## config.mk

```make
export PLATFORM = sky130hd
export DESIGN_NAME = rv32_decode_pipe
export DESIGN_NICKNAME = d
export VERILOG_FILES = /design/src/rtl/rv32_decode_pipe.sv
export SDC_FILE = /design/constraint.sdc
export NUM_CORES = 1
export LEC_CHECK = 0
export CAP_MARGIN = 20
export CORE_MARGIN = 3
export CORE_UTILIZATION = 55
export CTS_BUF_LIST = sky130_fd_sc_hd__clkbuf_8
export DETAILED_ROUTE_END_ITERATION = 6
export GPL_ROUTABILITY_DRIVEN = 0
export PLACE_DENSITY_LB_ADDON = 0.3
export SLEW_MARGIN = 10
export SYNTH_ARGS = -nofsm -noshare
export SYNTH_HDL_FRONTEND = slang
export SYNTH_SLANG_ARGS = --single-unit
export TNS_END_PERCENT = 1
```

## constraint.sdc

```tcl
create_clock -name clk_i -period 10.4 [get_ports clk_i]
set_input_delay 1.56 -clock clk_i [delete_from_list [all_inputs] [get_ports clk_i]]
set_output_delay 1.56 -clock clk_i [all_outputs]
set_load 0.01 [all_outputs]
```

## src/rtl/rv32_decode_pipe.sv

```systemverilog
// RV32I/M decode stage: valid/ready on both sides, registered output bundle
// backed by a one-entry skid buffer holding the raw instruction and pc.
module rv32_decode_pipe #(
  parameter int unsigned XLEN     = 32,
  parameter int unsigned REG_BITS = 5,
  parameter bit          ENABLE_M = 1'b1,
  parameter int unsigned LINK_ALT = 5
) (
  input  logic                clk_i,
  input  logic                rst_i,
  input  logic                flush_i,
  input  logic                in_valid_i,
  output logic                in_ready_o,
  input  logic [31:0]         instruction_i,
  input  logic [XLEN-1:0]     pc_i,
  output logic                out_valid_o,
  input  logic                out_ready_i,
  output logic [3:0]          alu_operation_o,
  output logic [2:0]          word_size_o,
  output logic [REG_BITS-1:0] rs1_addr_o,
  output logic [REG_BITS-1:0] rs2_addr_o,
  output logic [REG_BITS-1:0] rd_addr_o,
  output logic [XLEN-1:0]     immediate_o,
  output logic                immediate_valid_o,
  output logic [XLEN-1:0]     pc_o,
  output logic [2:0]          stage4_path_o,
  output logic                memory_write_o,
  output logic                memory_read_o,
  output logic                branch_o,
  output logic [2:0]          branch_condition_o,
  output logic                jal_o,
  output logic [XLEN-1:0]     jal_target_o,
  output logic                jalr_o,
  output logic                link_o,
  output logic [XLEN-1:0]     link_data_o,
  output logic                mret_o,
  output logic                illegal_o,
  output logic                push_ras_o,
  output logic                pop_ras_o
);

  if (XLEN != 32) begin : g_xlen_chk
    $error("rv32_decode_pipe: only XLEN=32 is supported");
  end

  localparam logic [2:0] PATH_ALU = 3'b001;
  localparam logic [2:0] PATH_MEM = 3'b010;
  localparam logic [2:0] PATH_MUL = 3'b100;

  typedef struct packed {
    logic [3:0]          alu_op;
    logic [2:0]          word_size;
    logic [REG_BITS-1:0] rs1;
    logic [REG_BITS-1:0] rs2;
    logic [REG_BITS-1:0] rd;
    logic [XLEN-1:0]     imm;
    logic                imm_valid;
    logic [XLEN-1:0]     pc;
    logic [2:0]          path;
    logic                mem_wr;
    logic                mem_rd;
    logic                branch;
    logic [2:0]          br_cond;
    logic                jal;
    logic [XLEN-1:0]     jal_target;
    logic                jalr;
    logic                link;
    logic [XLEN-1:0]     link_data;
    logic                mret;
    logic                illegal;
    logic                push_ras;
    logic                pop_ras;
  } bundle_t;

  // Pure decode of one instruction word; illegal encodings collapse to a flag-only bundle.
  function automatic bundle_t decode(input logic [31:0] ins, input logic [XLEN-1:0] pc);
    bundle_t             b;
    logic [6:0]          f7;
    logic [2:0]          f3;
    logic [4:0]          opc;
    logic [REG_BITS-1:0] rd, rs1, rs2;
    logic [XLEN-1:0]     imm_i, imm_s, imm_b, imm_u, imm_j;
    logic                ill, rd_link, rs1_link;
    b     = '0;
    ill   = 1'b0;
    f7    = ins[31:25];
    f3    = ins[14:12];
    opc   = ins[6:2];
    rd    = REG_BITS'(ins[11:7]);
    rs1   = REG_BITS'(ins[19:15]);
    rs2   = REG_BITS'(ins[24:20]);
    imm_i = XLEN'({{20{ins[31]}}, ins[31:20]});
    imm_s = XLEN'({{20{ins[31]}}, ins[31:25], ins[11:7]});
    imm_b = XLEN'({{19{ins[31]}}, ins[31], ins[7], ins[30:25], ins[11:8], 1'b0});
    imm_u = XLEN'({ins[31:12], 12'b0});
    imm_j = XLEN'({{11{ins[31]}}, ins[31], ins[19:12], ins[20], ins[30:21], 1'b0});
    rd_link  = (rd == REG_BITS'(1)) || (rd == REG_BITS'(LINK_ALT));
    rs1_link = (rs1 == REG_BITS'(1)) || (rs1 == REG_BITS'(LINK_ALT));
    b.pc         = pc;
    b.path       = PATH_ALU;
    b.link_data  = pc + XLEN'(4);
    b.jal_target = pc + imm_j;
    if (ins[1:0] != 2'b11) begin
      ill = 1'b1;
    end else begin
      case (opc)
        5'b01100: begin // OP
          b.rd = rd; b.rs1 = rs1; b.rs2 = rs2;
          b.alu_op = {f7[5], f3};
          if (f7 == 7'b0000001) begin
            if (ENABLE_M) b.path = PATH_MUL;
            else          ill = 1'b1;
          end else if (f7 == 7'b0100000) begin
            if (f3 != 3'b000 && f3 != 3'b101) ill = 1'b1;
          end else if (f7 != 7'b0) begin
            ill = 1'b1;
          end
        end
        5'b00100: begin // OP-IMM
          b.rd = rd; b.rs1 = rs1; b.imm = imm_i; b.imm_valid = 1'b1;
          b.alu_op = {(f3 == 3'b101) & f7[5], f3};
          if (f3 == 3'b001 && f7 != 7'b0) ill = 1'b1;
          if (f3 == 3'b101 && f7 != 7'b0 && f7 != 7'b0100000) ill = 1'b1;
        end
        5'b00000: begin // LOAD
          b.rd = rd; b.rs1 = rs1; b.imm = imm_i; b.imm_valid = 1'b1;
          b.path = PATH_MEM; b.mem_rd = 1'b1; b.word_size = f3;
          if (f3 == 3'b011 || f3 == 3'b110 || f3 == 3'b111) ill = 1'b1;
        end
        5'b01000: begin // STORE
          b.rs1 = rs1; b.rs2 = rs2; b.imm = imm_s; b.imm_valid = 1'b1;
          b.path = PATH_MEM; b.mem_wr = 1'b1; b.word_size = f3;
          if (f3 >= 3'b011) ill = 1'b1;
        end
        5'b11000: begin // BRANCH
          b.rs1 = rs1; b.rs2 = rs2; b.imm = imm_b;
          b.branch = 1'b1; b.br_cond = f3;
          if (f3 == 3'b010 || f3 == 3'b011) ill = 1'b1;
        end
        5'b11011: begin // JAL
          b.rd = rd; b.imm = imm_j; b.imm_valid = 1'b1;
          b.jal = 1'b1; b.link = (rd != '0); b.push_ras = rd_link;
        end
        5'b11001: begin // JALR
          b.rd = rd; b.rs1 = rs1; b.imm = imm_i; b.imm_valid = 1'b1;
          b.jalr = 1'b1; b.link = (rd != '0); b.push_ras = rd_link;
          b.pop_ras = rs1_link & (~rd_link | (rd != rs1));
        end
        5'b01101: begin // LUI
          b.rd = rd; b.imm = imm_u; b.imm_valid = 1'b1;
        end
        5'b00101: begin // AUIPC
          b.rd = rd; b.imm = imm_u + pc; b.imm_valid = 1'b1;
        end
        5'b00011: begin // FENCE as NOP
          b.imm = imm_i; b.imm_valid = 1'b1;
        end
        5'b11100: begin // SYSTEM: only MRET
          if (f3 == 3'b000 && ins[31:20] == 12'h302) begin
            b.mret = 1'b1; b.imm = imm_i; b.imm_valid = 1'b1;
          end else begin
            ill = 1'b1;
          end
        end
        default: ill = 1'b1;
      endcase
    end
    if (ill) begin
      b         = '0;
      b.pc      = pc;
      b.path    = PATH_ALU;
      b.illegal = 1'b1;
    end
    return b;
  endfunction

  bundle_t             out_q, out_d, dec_c;
  logic                out_valid_q, out_valid_d;
  logic                skid_valid_q, skid_valid_d;
  logic [31:0]         skid_instr_q, skid_instr_d;
  logic [XLEN-1:0]     skid_pc_q, skid_pc_d;
  logic                in_ready_q, in_ready_d;
  logic                accept_c, out_free_c;

  // Single decoder: skid entry is older, so it has priority over the input port.
  assign dec_c = decode(skid_valid_q ? skid_instr_q : instruction_i,
                        skid_valid_q ? skid_pc_q    : pc_i);

  assign accept_c   = in_valid_i & in_ready_q;
  assign out_free_c = ~out_valid_q | out_ready_i;

  // Output register / skid next state; an empty output slot is all-zero so flags read 0.
  always_comb begin
    out_d        = out_q;
    out_valid_d  = out_valid_q;
    skid_valid_d = skid_valid_q;
    skid_instr_d = skid_instr_q;
    skid_pc_d    = skid_pc_q;
    if (flush_i) begin
      out_d        = '0;
      out_valid_d  = 1'b0;
      skid_valid_d = 1'b0;
    end else if (out_free_c) begin
      if (skid_valid_q | accept_c) begin
        out_d        = dec_c;
        out_valid_d  = 1'b1;
        skid_valid_d = 1'b0;
      end else begin
        out_d       = '0;
        out_valid_d = 1'b0;
      end
    end else if (accept_c) begin
      skid_valid_d = 1'b1;
      skid_instr_d = instruction_i;
      skid_pc_d    = pc_i;
    end
    in_ready_d = ~skid_valid_d;
  end

  // State registers.
  always_ff @(posedge clk_i or posedge rst_i) begin
    if (rst_i) begin
      out_q        <= '0;
      out_valid_q  <= 1'b0;
      skid_valid_q <= 1'b0;
      skid_instr_q <= '0;
      skid_pc_q    <= '0;
      in_ready_q   <= 1'b1;
    end else begin
      out_q        <= out_d;
      out_valid_q  <= out_valid_d;
      skid_valid_q <= skid_valid_d;
      skid_instr_q <= skid_instr_d;
      skid_pc_q    <= skid_pc_d;
      in_ready_q   <= in_ready_d;
    end
  end

  assign in_ready_o         = in_ready_q;
  assign out_valid_o        = out_valid_q;
  assign alu_operation_o    = out_q.alu_op;
  assign word_size_o        = out_q.word_size;
  assign rs1_addr_o         = out_q.rs1;
  assign rs2_addr_o         = out_q.rs2;
  assign rd_addr_o          = out_q.rd;
  assign immediate_o        = out_q.imm;
  assign immediate_valid_o  = out_q.imm_valid;
  assign pc_o               = out_q.pc;
  assign stage4_path_o      = out_q.path;
  assign memory_write_o     = out_q.mem_wr;
  assign memory_read_o      = out_q.mem_rd;
  assign branch_o           = out_q.branch;
  assign branch_condition_o = out_q.br_cond;
  assign jal_o              = out_q.jal;
  assign jal_target_o       = out_q.jal_target;
  assign jalr_o             = out_q.jalr;
  assign link_o             = out_q.link;
  assign link_data_o        = out_q.link_data;
  assign mret_o             = out_q.mret;
  assign illegal_o          = out_q.illegal;
  assign push_ras_o         = out_q.push_ras;
  assign pop_ras_o          = out_q.pop_ras;

endmodule
```

==> Word level (Yosys, flattened, before mapping) <==
Cells that the tools add are included.
{ "classes": {"addsub": 3, "n_lt_le_gt_ge": 1, "eq_ne": 27, "n_mux": 50, "n_bitwise": 11, "n_reduce_logical": 25} }
{ "op_table": {"columns": ["operator", "count"], "rows": [
  ["167-bit 2-to-1 mux", 4],
  ["32-bit one-hot mux with 7 select lines", 1],
  ["32-bit adder", 2],
  ["32-bit 2-to-1 mux", 2],
  ["55-bit 2-to-1 mux", 1],
  ["33-bit 2-to-1 mux", 1],
  ["32-bit by 3-bit adder with 32-bit output (second input constant)", 1],
  ["1-bit 2-to-1 mux", 28],
  ["5-bit by 3-bit == test with 1-bit output (second input constant)", 4],
  ["5-bit == test (second input constant)", 4],
  ["5-bit by 4-bit == test with 1-bit output (second input constant)", 3],
  ["5-bit 2-to-1 mux", 3],
  ["12-bit by 10-bit == test with 1-bit output (second input constant)", 1],
  ["5-bit by 1-bit == test with 1-bit output (second input constant)", 2],
  ["10-bit 2-to-1 mux", 1],
  ["3-bit == test (second input constant)", 3],
  ["4-bit one-hot mux with 2 select lines", 1],
  ["8-bit OR reduction", 1],
  ["7-bit by 1-bit == test with 1-bit output (second input constant)", 1],
  ["7-bit by 6-bit == test with 1-bit output (second input constant)", 1],
  ["7-bit by 6-bit != test with 1-bit output (second input constant)", 1],
  ["1-bit one-hot mux with 7 select lines", 1],
  ["7-bit nonzero test", 1],
  ["7-bit OR reduction", 1],
  ["28 further kinds", 48]
]} }
{ "word_totals": {"reg_bits": 234, "input_bits": 69, "output_inout_bits": 169, "word_cells": 144} }

==> Longest topological paths before layout <==
Gate-level depths: netlist of run 1.
{ "depth": {"ltp_word": 12, "ltp_mapped": 20, "mapped_depth_nobuf": 12} }

==> Worst setup path before layout of run 1 <==
No wires, ideal clock.
{ "synth_timing": {"path_type": "flip-flop to flip-flop", "start": "register skid_valid_q", "end": "register out_q (netlist bit jal_target_o[25])", "setup_ns": 0.122, "arrival_ns": 4.461, "required_ns": 10.278, "setup_slack_ns": 5.817, "stages_incl_launch_ff": 20, "path_buffers": 8, "synth_period_minus_slack_ns": 4.583, "cell_sequence": "dfrtp_1 buf_6 buf_8 buf_8 buf_12 buf_4 buf_2 buf_2 buf_2 mux2i_1 inv_1 ha_1 fa_1 a21o_1 a221oi_1 o21a_1 o21ai_0 and2_1 o31a_1 a32o_1"} }
{ "synth_via": {"elab_chain_cells": 12} }
{ "synth_lines": {"columns": ["item", "line_no", "source"], "rows": [
  ["from (decl)", "179", "logic skid_valid_q, skid_valid_d;"],
  ["from (signal assigned)", "232", "skid_valid_q <= skid_valid_d;"],
  ["32-bit 2-to-1 mux", "186", "assign dec_c = decode(skid_valid_q ? skid_instr_q : instruction_i,"],
  ["3-bit != test / 3-bit nonzero test (equally long branches)", "114", "if (f3 != 3'b000 && f3 != 3'b101) ill = 1'b1;"],
  ["1-bit logical AND", "114", null],
  ["1-bit 2-to-1 mux", "114", null],
  ["1-bit 2-to-1 mux", "113", "end else if (f7 == 7'b0100000) begin"],
  ["1-bit 2-to-1 mux", "110", "if (f7 == 7'b0000001) begin"],
  ["1-bit one-hot mux with 7 select lines", "106", "case (opc)"],
  ["1-bit 2-to-1 mux", "103", "if (ins[1:0] != 2'b11) begin"],
  ["167-bit 2-to-1 mux", "168", "if (ill) begin"],
  ["167-bit 2-to-1 mux *", "204", "if (skid_valid_q | accept_c) begin"],
  ["167-bit 2-to-1 mux *", "203", "end else if (out_free_c) begin"],
  ["167-bit 2-to-1 mux *", "199", "if (flush_i) begin"],
  ["to (signal assigned)", "230", "out_q <= out_d;"],
  ["to (decl)", "177", "bundle_t out_q, out_d, dec_c;"]
]} }
Every way passes the cells marked *; elsewhere a longest branch is shown, timed or not. The select of a mux whose other input is x is not followed.
A chain may end at the register's enable or synchronous reset.

==> Worst setup path after layout of run 1 <==
{ "layout_timing": {"start": "register skid_valid_q", "end": "register out_q (netlist bit jal_target_o[28])"} }
Same word-level chain as after synthesis.

==> results of run 1 <==
-- layout make-up --
cell class	instances	area, µm²	area share [%]
Clock inverter	23	149	0.904
Tap cell	313	392	2.38
Sequential cell	233	5840	35.4
Antenna cell	2	5.00	0.0304
Timing Repair Buffer	251	2480	15.1
Clock buffer	49	674	4.10
Inverter	62	240	1.46
Multi-Input combinational cell	984	6680	40.6
-- metrics by stage --
step	std cells	total power, µW	area, µm²	util [%]
after global placement	1842	1470	15600	68.0
after detailed placement	1842	1490	15600	68.0
after CTS	1914	2340	16400	71.5
after floorplan	1343	1340	13100	-
final	1917	2330	16500	71.6
after global routing	1917	2440	16500	71.6
-- placed cells by master (no fill, tap or decap), types with 5 or more instances in the layout --
cell type / count
sky130_fd_sc_hd__o21ai_1: 12
sky130_fd_sc_hd__a22o_1: 22
sky130_fd_sc_hd__nor2_1: 41
sky130_fd_sc_hd__xnor2_1: 46
sky130_fd_sc_hd__a32o_1: 9
sky130_fd_sc_hd__nor3_1: 16
sky130_fd_sc_hd__nand4_1: 9
sky130_fd_sc_hd__buf_4: 13
sky130_fd_sc_hd__or2_2: 8
sky130_fd_sc_hd__clkdlybuf4s50_1: 237
sky130_fd_sc_hd__o22ai_1: 7
sky130_fd_sc_hd__a221oi_1: 8
sky130_fd_sc_hd__o211ai_1: 11
sky130_fd_sc_hd__mux2i_1: 48
sky130_fd_sc_hd__o21ai_0: 158
sky130_fd_sc_hd__a21oi_1: 59
sky130_fd_sc_hd__clkinv_2: 8
sky130_fd_sc_hd__nand3_1: 35
sky130_fd_sc_hd__and3_1: 5
sky130_fd_sc_hd__a211oi_1: 12
sky130_fd_sc_hd__nor3b_1: 6
sky130_fd_sc_hd__inv_1: 71
sky130_fd_sc_hd__a21o_1: 16
sky130_fd_sc_hd__nor2b_1: 7
sky130_fd_sc_hd__a31oi_1: 9
sky130_fd_sc_hd__ha_1: 42
sky130_fd_sc_hd__nand3b_1: 6
sky130_fd_sc_hd__mux2_2: 77
sky130_fd_sc_hd__nand2b_1: 10
sky130_fd_sc_hd__xor2_1: 14
sky130_fd_sc_hd__a221o_1: 5
sky130_fd_sc_hd__or3_1: 13
sky130_fd_sc_hd__dfrtp_1: 231
sky130_fd_sc_hd__o31ai_1: 5
sky130_fd_sc_hd__o21a_1: 11
sky130_fd_sc_hd__nand2_1: 184
sky130_fd_sc_hd__a22oi_1: 11
sky130_fd_sc_hd__clkbuf_8: 49
-- final timing paths --
| kind | start | endpoint | slack [ns] | cells past startpoint |
|---|---|---|---|---|
| hold reg to reg | immediate_o[12] | immediate_o[12] | 0.48 | 2 |
| setup / recovery | skid_valid_q | jal_target_o[28] | 4.88 | 13 |
| max in group asynchronous | rst_i | link_data_o[1] | 6.73 | 4 |
| setup reg to reg | skid_valid_q | jal_target_o[28] | 4.88 | 13 |
| hold / removal | immediate_o[12] | immediate_o[12] | 0.48 | 2 |
| min in group asynchronous | rst_i | rd_addr_o[4] | 1.55 | 2 |
-- sequential cells by signal, summed over array words and instances, names as in the netlist, 5 cells and up --
| register | count |
|---|---|
| link_data_o | 31 |
| rs1_addr_o | 5 |
| immediate_o | 32 |
| skid_pc_q | 32 |
| rd_addr_o | 5 |
| skid_instr_q | 32 |
| jal_target_o | 32 |
| pc_o | 32 |
| rs2_addr_o | 5 |
-- layer usage --
metal  GRT usage [%]  up-vias
li1                -     5308
met1            40.5     5695
met2            46.8      645
met3            9.39      116
met4            12.3        0
met5           0.189        -
-- cells by family after synthesis --
family	count (synthesis)
compound gates	386
buf+inv	126
flops	233
simple gates	366
xor+xnor	60
fa+ha+maj	44
mux	128
-- power by group --
part | switching, µW | total (µW) | internal (µW)
Sequential | 54.0 | 1040 | 982
Combinational | 247 | 445 | 198
Clock | 394 | 852 | 458
-- cells in the mapped netlist, drive strengths merged (10+ instances only) --
cell / n
mux2i: 51
ha: 42
a22o: 22
nor3: 19
a21o: 16
dfrtp: 232
xor2: 14
o21a: 11
xnor2: 46
a211oi: 12
o21ai: 170
clkbuf: 48
inv: 62
nor2: 42
nand3: 36
a21oi: 59
mux2: 77
nand2: 186
o211ai: 11
nand2b: 10
buf: 16
or3: 13
a22oi: 11
-- worst max-delay path, stage by stage, from the launching register on --
cell                             delay, ns
sky130_fd_sc_hd__dfrtp_4              0.76
sky130_fd_sc_hd__buf_4                0.83
sky130_fd_sc_hd__mux2i_1              0.72
sky130_fd_sc_hd__inv_1                0.10
sky130_fd_sc_hd__ha_1                 0.36
sky130_fd_sc_hd__a21o_1               0.17
sky130_fd_sc_hd__a21oi_1              0.19
sky130_fd_sc_hd__a21oi_1              0.12
sky130_fd_sc_hd__o41ai_1              0.92
sky130_fd_sc_hd__a2111oi_0            0.27
sky130_fd_sc_hd__dlymetal6s2s_1       0.26
sky130_fd_sc_hd__o2111ai_1            0.26
sky130_fd_sc_hd__nand3_1              0.12
sky130_fd_sc_hd__a32o_1               0.26
==> results, run 1 <==
- The layout filler cell count is about 1,800.
- Of all nets on the critical path, the largest fanout is 69.
- The antenna violation net count after detailed routing is 0.
- For the pin with the worst max-slew slack, the measured transition is 1.14 ns.
- The checks that failed: DRC.
- The post-synthesis share of cell area spent on xor and xnor gates is roughly 4.0%.
- The top layer used by detailed routing is met4.
- The die is 160 µm tall.
- The number of enable-type register cells in the synthesized netlist is 0.
- For this design, the sink count on the clock tree is ~230.
- The fraction of synthesized area in multiplexers is between 10% and 20%.
- The post-synthesis cell area is between 10,000 and 15,000 µm².
- Setup violations remaining at the end of the flow were counted as 0.
- Data on the critical path is required at its endpoint by 10.82 ns.
- Setup repair after global routing left no endpoint under its margin.
- Prior to clock tree synthesis, the placed netlist has a worst setup slack of 4.85 ns.
- The floorplan step defined a die boundary enclosing approximately 26,000 µm².
- The number of detailed-routing iterations run before antenna repair is 7.
- Dividing the detail-routed via count by the number of cells gives 6.14.
- In this run the post-CTS setup repair buffer count came out at 0.
- From synthesis to final layout, the design area changed by 26.0%.
- After detailed routing, the total wire length is between 30,000 and 40,000 µm.
- The proportion of layout cells with a drive suffix above 1 is between 10% and 20%.
- Static timing analysis puts the maximum clock frequency at around 0.18 GHz.
- In the final routed layout, each cell accounts on average for about 21 µm.
- The first routing iteration left roughly 1,400 violations.
- The number of gates resized after cts is 0.
- After layout, the worst setup slack is 4.88 ns.
- Global routing used 30.5% of the available tracks.
- The tool flagged a number of max-cap violations equal to 0.
- The share of flip-flops with an asynchronous set or reset after synthesis is 100%.
- The number of buffers on the longest clock path is 3.
- The initial antenna violation count is 2.
- After detailed routing, the met3 layer carries about 4400 µm of wire.
- The first global-routing pass estimated 62,900 µm of wire.
- The width of the chip is ~160 µm.
- For this design the static power due to leakage is roughly 0.0070 µW.
- The number of top-level pins is about 240.
- Buffers placed on the I/O ports in this run total 237.
- The total area inside the core boundary comes to roughly 23,000 µm².
- The class of the tightest hold or removal check is reg2reg.
- The number of instances in the synthesized netlist is between 1,000 and 1,500.
- The simple-gate share of the synthesized area is about an eighth.
- The clock slew seen by the registers of the worst setup and hold paths is ~0.060 ns.
- The critical path class is reg2reg.
- The maximum number of pins on one net before global-route repair is around 110.
- The effective utilization at floorplan is roughly 57%.
- Summing the areas of all compound-gate instances in the mapped netlist gives 18.8% of the synthesized area.
- The adder-cell share of the synthesized area is between 4 and 5%.
- The worst hold margin is ~0.48 ns.
- The cell type with the highest aggregate area in the netlist is sky130_fd_sc_hd__dfrtp_1.
- The type of origin of the critical path is a flip-flop.
- In the synthesized netlist the dominant register cell turns out to be sky130_fd_sc_hd__dfrtp_1.
- After routing, the total negative slack on setup checks comes to 0 ns.
- Detailed placement finished with a half-perimeter wire length of 29,000 µm.
- The count of synthesis-stage warnings from yosys is 0.
- The count of hold buffers inserted by post-cts repair is 0.
- The synthesized netlist contains 75 unique library cells.
- By area the synthesized netlist is led by sky130_fd_sc_hd__dfrtp_1 (44%), sky130_fd_sc_hd__mux2_2 (6.6%), sky130_fd_sc_hd__o21ai_0 (6.1%).
- The H-tree depth is 2.
- The tree is rooted in a sky130_fd_sc_hd__clkbuf_8.
- The amount of wire on met2 after detailed routing is between 15,000 and 20,000 µm.
- In this run the power density over the cells is around 140 nW/µm².
- The via count of the first global-routing pass is 11,500.
- Averaged over all synthesized cells, the footprint is 9.73 µm².
- The run finished, with violations left.
- Across the VDD grid, the largest voltage drop is 0.117 mV.
- The DRC violation count after routing is 6.
- The total grt overflow is 0.
- The wire length on met1 is 16,100 µm.
- The clock reaches the later pin of the worst-skew pair after about 0.57 ns.
- The sequential share of the synthesized area is between 40% and 50%.
- The number of storage elements in the synthesis netlist is 233.
- The number of cell rows is 55.
- In this run the tightest slew margin relative to its limit is between 20% and 30%.
- The total via count after detailed routing is around 12,000.
- The top cell type's share of synthesized area is about 44%.
- The worst path needs 5.52 ns of the cycle, external delays included.
- For this run, the post-layout net count is roughly 1,700.
- When the netlist entered floorplanning its net count stood at 1,456.
- The worst-case clock skew is approximately 0.04 ns.
- The combinational family with the most area after synthesis is compound AO/OA/AOI/OAI gates.
- In this run, CTS created clock tree buffers numbering 39.
- The kind of end point of the critical path is a flip-flop.
- The final number of hold-violating endpoints is 0.
- In the finished design, the share of the clock period the worst path needs comes to a little over half.
- The TritonCTS clock tree is built.
- The worst path arrival time is between 5 and 6 ns.
- The number of max-slew violations in the final report is 0.
Note: power is estimated with default switching activity, not from simulation.
==> run 2, diff against run 1 <==
--- a/config.mk
+++ b/config.mk
@@ -7,7 +7,7 @@
 export LEC_CHECK = 0
 export CAP_MARGIN = 20
 export CORE_MARGIN = 3
-export CORE_UTILIZATION = 55
+export CORE_UTILIZATION = 50
 export CTS_BUF_LIST = sky130_fd_sc_hd__clkbuf_8
 export DETAILED_ROUTE_END_ITERATION = 6
 export GPL_ROUTABILITY_DRIVEN = 0
==> constraint.sdc (replaced) <==
create_clock -name clk_i -period 4.6 [get_ports clk_i]
set_input_delay 0.69 -clock clk_i [delete_from_list [all_inputs] [get_ports clk_i]]
set_output_delay 0.69 -clock clk_i [all_outputs]
set_load 0.01 [all_outputs]
==> run 2 against run 1 <==
Compared with the run above: the run now ends clean; core utilization fell by 5.4 points; sequential share of layout area fell by 0.73 points; register-to-register slack got worse by 4.6 ns; hold slack got worse by 0.0014 ns; first-iteration DRC count fell by 4.5%; die area rose by 9.6%; clock power rose by 110%; critical path depth fell by 1.
==> results, run 2 (synthesized netlist as in run 1, its figures left out) <==
- The flow ran to the end, and the final reports show no timing, DRC or antenna violations.
- Dividing the detail-routed wire length by the instance count gives ~21 µm.
- The placed wire-length estimate is between 30,000 and 40,000 µm.
- Global routing consumed, on the met1 layer, about two fifths of the routing resources.
- The number of clock buffers inserted by TritonCTS is 40.
- The global-route track usage on met2 is between 40% and 50%.
- After clock tree synthesis, the flow added hold-fix buffers numbering 0.
- Max-cap violations in this run came to 0.
- The setup-violating endpoint count in the final report is 0.
- In the final layout, the share of cells above drive strength 1 is around an eighth.
- The capture point of the worst path is immediate_o[30].
- The initial antenna violation count was 1.
- The vertical die dimension is 168 µm.
- The final period demand of the worst path is ~4.3 ns.
- In this run the core area contains 58 standard-cell rows.
- The maximum number of pins on one net before global-route repair is 169.
- The worst setup path is launched from a flip-flop.
- The worst-case clock skew is ~0.022 ns.
- The critical path class is reg2reg.
- IR analysis of the VDD net gives a maximum drop of around 0.2 mV.
- The TritonCTS clock tree is built.
- The final number of hold-violating endpoints is 0.
- Before antenna repair, the detailed router went through 5 iterations.
- The via count of the first global-routing pass was about 12,000.
- In the layout the commonest cells are sky130_fd_sc_hd__clkdlybuf4s50_1 (237), sky130_fd_sc_hd__dfrtp_1 (231), sky130_fd_sc_hd__nand2_1 (184).
- The global-route track usage on met3 is under 10%.
- The H-tree was split into 2 levels.
- In this run the deepest clock path goes through 3 buffers.
- Wires add up to ~42,000 µm.
- The worst reg-to-reg path cell count is 12.
- Setup repair after global routing left no endpoint under its margin.
- For this design the ratio of total power to cell area is 310 nW/µm².
- The launch point of the worst path is skid_valid_q.
- The maximum fanout along the worst path is 44.
- Leaving out fill and tap cells, the most frequent cell in the layout is sky130_fd_sc_hd__clkdlybuf4s50_1.
- Data arrives at the worst endpoint at about 4.7 ns.
- The worst pin sits at a relative slew slack of between 20 and 30%.
- The width of the chip is around 170 µm.
- The first routing iteration left between 1,000 and 1,500 violations.
- Data on the critical path is required at its endpoint by between 5 and 6 ns.
- For this design, the sink count on the clock tree is 233.
- The first global-routing pass estimated roughly 65,000 µm of wire.
- STA classifies the critical path endpoint as a flip-flop.
- The clock slew seen by the registers of the worst setup and hold paths is ~0.06 ns.
- The clock tree root driver cell is sky130_fd_sc_hd__clkbuf_8.
- After global routing, the most crowded layer is met2.
- Once the floorplan was initialized, standard cells occupied between 50 and 60% of the core.
- The antenna violation net count after detailed routing is 0.
- The final-stage net count is ~1,700.
- The final total negative setup slack is 0 ns.
- At the pin with the least slew margin, the transition time is around 1.1 ns.
- In the finished design, the share of the clock period the worst path needs comes to between 90 and 100%.
- 238 I/O pins were placed.
- The origin of the critical flop-to-flop path is skid_valid_q.
- The total power consumption of the routed design is between 5000 and 6000 µW.
- The number of max-slew violations in the final report came to 0.
- The worst register-to-register path ends at immediate_o[30].
- The area enclosed by the die boundary is roughly 28,000 µm².
- In the routed design, unresolved DRC markers number 0.
- The mean number of vias per cell is between 6 and 7.
- Derived from the worst setup path, the maximum achievable clock frequency is approximately 0.23 GHz.
- Excluding fillers, the count of instances in the completed layout stands at 1,973.
- The worst path meets setup with 0.285 ns of slack.
- Across every metal layer, demand over resource in global routing totals between 20% and 30%.
- Compared with the post-synthesis result, the final layout area differs by 28.7%.
- The quantity of I/O buffers inserted on ports is between 200 and 250.
- The core footprint is 25,400 µm².
- The number of placed instances with taps included is 1,900.
- Before CTS, the worst setup slack after placement is 0.206 ns.
- The standby leakage power is around 0.0072 µW.
- The later-pin clock latency in the skew report is approximately 0.55 ns.
- The min-delay analysis places its worst path in the category reg2reg.
- Summed over all layers, the global routing overflow is 0.
- The reg-to-reg setup timing slack is roughly 0.29 ns.
- Detailed routing inserted a total of between 10,000 and 15,000 vias.
[run 2: cell types whose count changed in the layout (fill, tap and decap cells not counted), sizes merged]
cell / delta
diode: -1
inv: +6
dlymetal6s2s: -1
clkbuf: -3
clkinv: -6
clkinvlp: +2
buf: +42
[run 2: worst min-delay path by stage]
stage	cells past startpoint	start	slack, ns	to
6_report	2	jal_target_o[22]	0.48	jal_target_o[22]
5_1_grt	2	immediate_o[14]	0.51	immediate_o[14]
4_1_cts	2	pc_o[25]	0.48	pc_o[25]
3_5_place_dp	2	pc_o[25]	0.47	pc_o[25]
3_3_place_gp	2	rs1_addr_o[0]	0.46	rs1_addr_o[0]
2_1_floorplan	1	skid_instr_q[15]	0.47	skid_instr_q[15]
[run 2: metal layers]
metal	part of all wire, %	vias to the layer above
met3	9.3	102
met5	0	-
li1	-	5379
met2	44	612
met1	42	5766
met4	4.4	0
[run 2: what timing repair did]
| action | in CTS | in global routing |
|---|---|---|
| endpoints found under the setup margin | 0 | 3 |
| endpoints found under the hold margin | 0 | 0 |
| gates resized for setup | 0 | 2 |
| setup buffers | 0 | 0 |
[run 2: power by group]
| part | internal [µW] | switching [µW] | total (µW) |
|---|---|---|---|
| sequential | 2220 | 122 | 2340 |
| combinational | 480 | 577 | 1060 |
| clock | 965 | 849 | 1810 |
[run 2: worst max-delay path, cell delays in order, from the launching register on]
cell and delay (ns):
sky130_fd_sc_hd__dfrtp_4 0.83, sky130_fd_sc_hd__buf_4 0.36, sky130_fd_sc_hd__mux2i_1 0.40, sky130_fd_sc_hd__inv_1 0.20
sky130_fd_sc_hd__ha_1 0.50, sky130_fd_sc_hd__nand4_1 0.26, sky130_fd_sc_hd__o21ai_0 0.25, sky130_fd_sc_hd__o211ai_1 0.19
sky130_fd_sc_hd__o21ai_0 0.50, sky130_fd_sc_hd__o21ai_0 0.15, sky130_fd_sc_hd__a31o_2 0.26, sky130_fd_sc_hd__mux2i_1 0.15
sky130_fd_sc_hd__o211ai_1 0.11
[run 2: final cells by class]
cell class | instances | area (µm²)
diodes | 1 | 2.50
clock buffers | 46 | 633
clock inverters | 25 | 130
fillers | 2088 | 8590
inverters | 62 | 236
multi-input cells | 984 | 6690
flip-flops and latches | 233 | 5840
well taps | 330 | 413
repair buffers | 292 | 2870
[run 2: through the flow]
stage / utilization, % / hold WS (ns) / instance area, µm²
3_3_place_gp: 63.0 / 0.460 / 16000
3_5_place_dp: 63.0 / 0.470 / 16000
5_1_grt: 66.2 / 0.506 / 16800
4_1_cts: 66.0 / 0.484 / 16800
6_report: 66.2 / 0.475 / 16800
2_1_floorplan: - / 0.475 / 13100
==> run 3, diff against run 2 <==
--- a/config.mk
+++ b/config.mk
@@ -7,9 +7,10 @@
 export LEC_CHECK = 0
 export CAP_MARGIN = 20
 export CORE_MARGIN = 3
-export CORE_UTILIZATION = 50
+export CORE_UTILIZATION = 60
 export CTS_BUF_LIST = sky130_fd_sc_hd__clkbuf_8
 export DETAILED_ROUTE_END_ITERATION = 6
+export DONT_BUFFER_PORTS = 1
 export GPL_ROUTABILITY_DRIVEN = 0
 export PLACE_DENSITY_LB_ADDON = 0.3
 export SLEW_MARGIN = 10
==> run 3 against run 2 <==
Compared with the run above: total power decreased by 1.7%; clock power grew 3%; sequential share of layout area is 6.4 points higher; first-iteration DRC count shrank 17%; maximum frequency grew 4.5%; count of clock-buffer cells in the layout increased by 3; core utilization is 0.71 points higher; critical path depth stayed put.
==> results, run 3 (synthesized netlist as in run 1, its figures left out) <==
- Power comes to between 5000 and 6000 µW.
- The critical path is of the reg2reg type.
- Once the floorplan was initialized, standard cells occupied between 60% and 70% of the core.
- The total grt overflow is 0.
- In this run the power density over the cells is about 360 nW/µm².
- The run finished with clean final reports.
- The floorplan step set the die height to between 150 and 200 µm.
- The number of top-level pins is approximately 240.
- The final number of hold-violating endpoints was 0.
- Subtracting the final worst setup slack from the clock period gives between 4 and 5 ns.
- The worst hold margin is 0.205 ns.
- Setup violations remaining at the end of the flow were counted as 0.
- The tree built by TritonCTS fans out to around 230 sinks.
- Traced cell by cell, the critical path runs through buf_4 -> buf_4 -> mux2i_1 -> inv_1 -> ha_1 -> a21oi_1 -> o21ai_0 -> o211ai_1 -> o21ai_0 -> o2111a_1 -> nor4_1 -> a221o_1.
- The worst path arrival time is roughly 4.6 ns.
- The type of origin of the critical path is a flip-flop.
- The timing-limited maximum frequency is around 0.24 GHz.
- In the layout the commonest cells are sky130_fd_sc_hd__dfrtp_1 (231), sky130_fd_sc_hd__nand2_1 (184), sky130_fd_sc_hd__o21ai_0 (158).
- The sequential standard cell area is 5840 µm².
- The transition time of the tightest slew-check pin is between 0.9 and 1 ns.
- Dividing the detail-routed via count by the number of cells gives between 6 and 7.
- The number of buffers and inverters on the critical path is 3.
- The global-route track usage on met2 is 47.3%.
- The number of cell rows is 53.
- The worst reg-to-reg path cell count is 12.
- The worst-case clock skew is around 0.018 ns.
- Data on the critical path is required at its endpoint by 5.09 ns.
- The final total negative setup slack is 0 ns.
- In this run the critical register-to-register path is launched from skid_valid_q.
- The antenna violation net count after detailed routing is 0.
- VDD sags by at most ~0.27 mV.
- Of all nets on the critical path, the largest fanout is 21.
- The class of the tightest hold or removal check is in2reg.
- The die is 154 µm wide.
- The global-route usage over all layers is 32.1%.
- The number of clock buffers inserted by TritonCTS is 39.
- The area enclosed by the die boundary is about 24,000 µm².
- The clock slew seen by the registers of the worst setup and hold paths is around 0.080 ns.
- For hold timing, the worst endpoint is out_valid_o.
- The cell count of the worst hold path is 1.
- The worst setup path is captured at a flip-flop.
- The standby leakage power is 0.00618 µW.
- The later-pin clock latency in the skew report is about 0.55 ns.
- After filler insertion, the fill cell instance count of the layout stands at between 1,500 and 2,000.
- Of the cells placed in the final design, the portion with a size suffix greater than 1 is between 10% and 20%.
- The reg-to-reg setup timing slack is around 0.47 ns.
- The worst pin sits at a relative slew slack of around a third.
- The layout-stage area growth over the synthesis result is 8.66%.
- Setup repair after global routing left no endpoint under its margin.
- The via count of the first global-routing pass is between 10,000 and 15,000.
- The worst path meets setup with about 0.47 ns of slack.
- The wire-length estimate of the detail-placed layout is around 28,000 µm.
- The H-tree depth is 2.
- The kind of cell adding the most delay to the critical path is compound AO/OA/AOI/OAI gates.
- The core region is roughly 21,000 µm².
- The launch instance of the worst min-delay path is flush_i.
- Counting buffers and inverters, the worst setup path is 12 cells deep.
- The number of violations reported at the end of detailed-routing iteration 0 is 1,107.
- The number of detailed-routing iterations run before antenna repair is 7.
- For this run, design rule violations remaining after detail routing come to 0.
- The initial antenna violation count was 0.
- Entering global routing, the biggest net connects 148 pins.
- At the end of the flow, the number of nets in the layout was around 1,500.
- The TritonCTS clock tree is built.
- Prior to clock tree synthesis, the placed netlist has a worst setup slack of 0.598 ns.
- The number of max-slew violations in the final report came to 0.
- The multi-input combinational cells in the finished layout cover a total of ~6700 µm².
- The number of buffers inserted to repair setup after CTS is 0.
- The global routing stage identified its most utilized layer as met2.
- The number of gates resized after cts is 0.
- The global-route wire length before repair is approximately 60,000 µm.
- After detailed routing, the average wire length per cell comes to 23.6 µm.
- The slowest cell on the critical path is sky130_fd_sc_hd__dfrtp_4.
- The post-route clock period utilization is ~90%.
- The sum of routed wire length over all layers is 39,100 µm.
- The library cell used most frequently in the layout, excluding fill and tap cells, is sky130_fd_sc_hd__dfrtp_1.
- The tree is rooted in a sky130_fd_sc_hd__clkbuf_8.
- The number of hold buffers added after CTS was 1.
- The largest single stage delay on the critical path is 0.57 ns.
- Across the run, the number of max-cap violations was 0.
- The total via count after detailed routing is approximately 11,000.
- The global routing usage on met1 is 43.0%.
- No sink is reached through more buffers than the 3 on the longest clock path.
- During placement, the flow inserted port buffers numbering 0.
- The repair_antennas step left the layout with diodes totalling 0.
- The global-route track usage on met3 is between 10% and 20%.
- In this run the critical register-to-register path is captured at immediate_o[26].
## run 3: area by class of cell
class | count | share of cell area (%)
well taps | 275 | 2.42
inverters | 62 | 1.67
clock inverters | 19 | 0.811
clock buffers | 49 | 4.75
multi-input cells | 984 | 47.1
flip-flops and latches | 233 | 41.1
repair buffers | 34 | 2.13
## run 3: worst max path at each step
stage               slack (ns)         start                to
floorplan                 0.02  skid_valid_q  jal_target_o[25]
global placement          0.65  skid_valid_q   immediate_o[26]
detailed placement        0.60  skid_valid_q   immediate_o[26]
CTS                       0.56  skid_valid_q   immediate_o[26]
global route              0.24  skid_valid_q  jal_target_o[29]
finish                    0.47  skid_valid_q   immediate_o[26]
## run 3: through the flow
| stage | std cells | cell area, µm² | utilization [%] |
|---|---|---|---|
| 6_report | 1656 | 14200 | 66.9 |
| 4_1_cts | 1655 | 14200 | 66.8 |
| 2_1_floorplan | 1343 | 13100 | - |
| 3_5_place_dp | 1586 | 13400 | 63.0 |
| 3_3_place_gp | 1586 | 13400 | 63.0 |
| 5_1_grt | 1656 | 14200 | 66.9 |
## run 3: power by group
group / switching, µW / leakage [µW] / internal (µW)
Combinational: 524 / 0.00262 / 373
Sequential: 137 / 0.00312 / 2220
Clock: 855 / 0.000439 / 1020
Total: 1520 / 0.00618 / 3610
## run 3: layer usage
metal / vias to the layer above / wire (µm) / share of wire [%]
li1: 4862 / - / -
met1: 5213 / 15300 / 39
met2: 664 / 16900 / 43
met3: 117 / 5070 / 13
met4: 0 / 1790 / 4.6
met5: - / 0 / 0
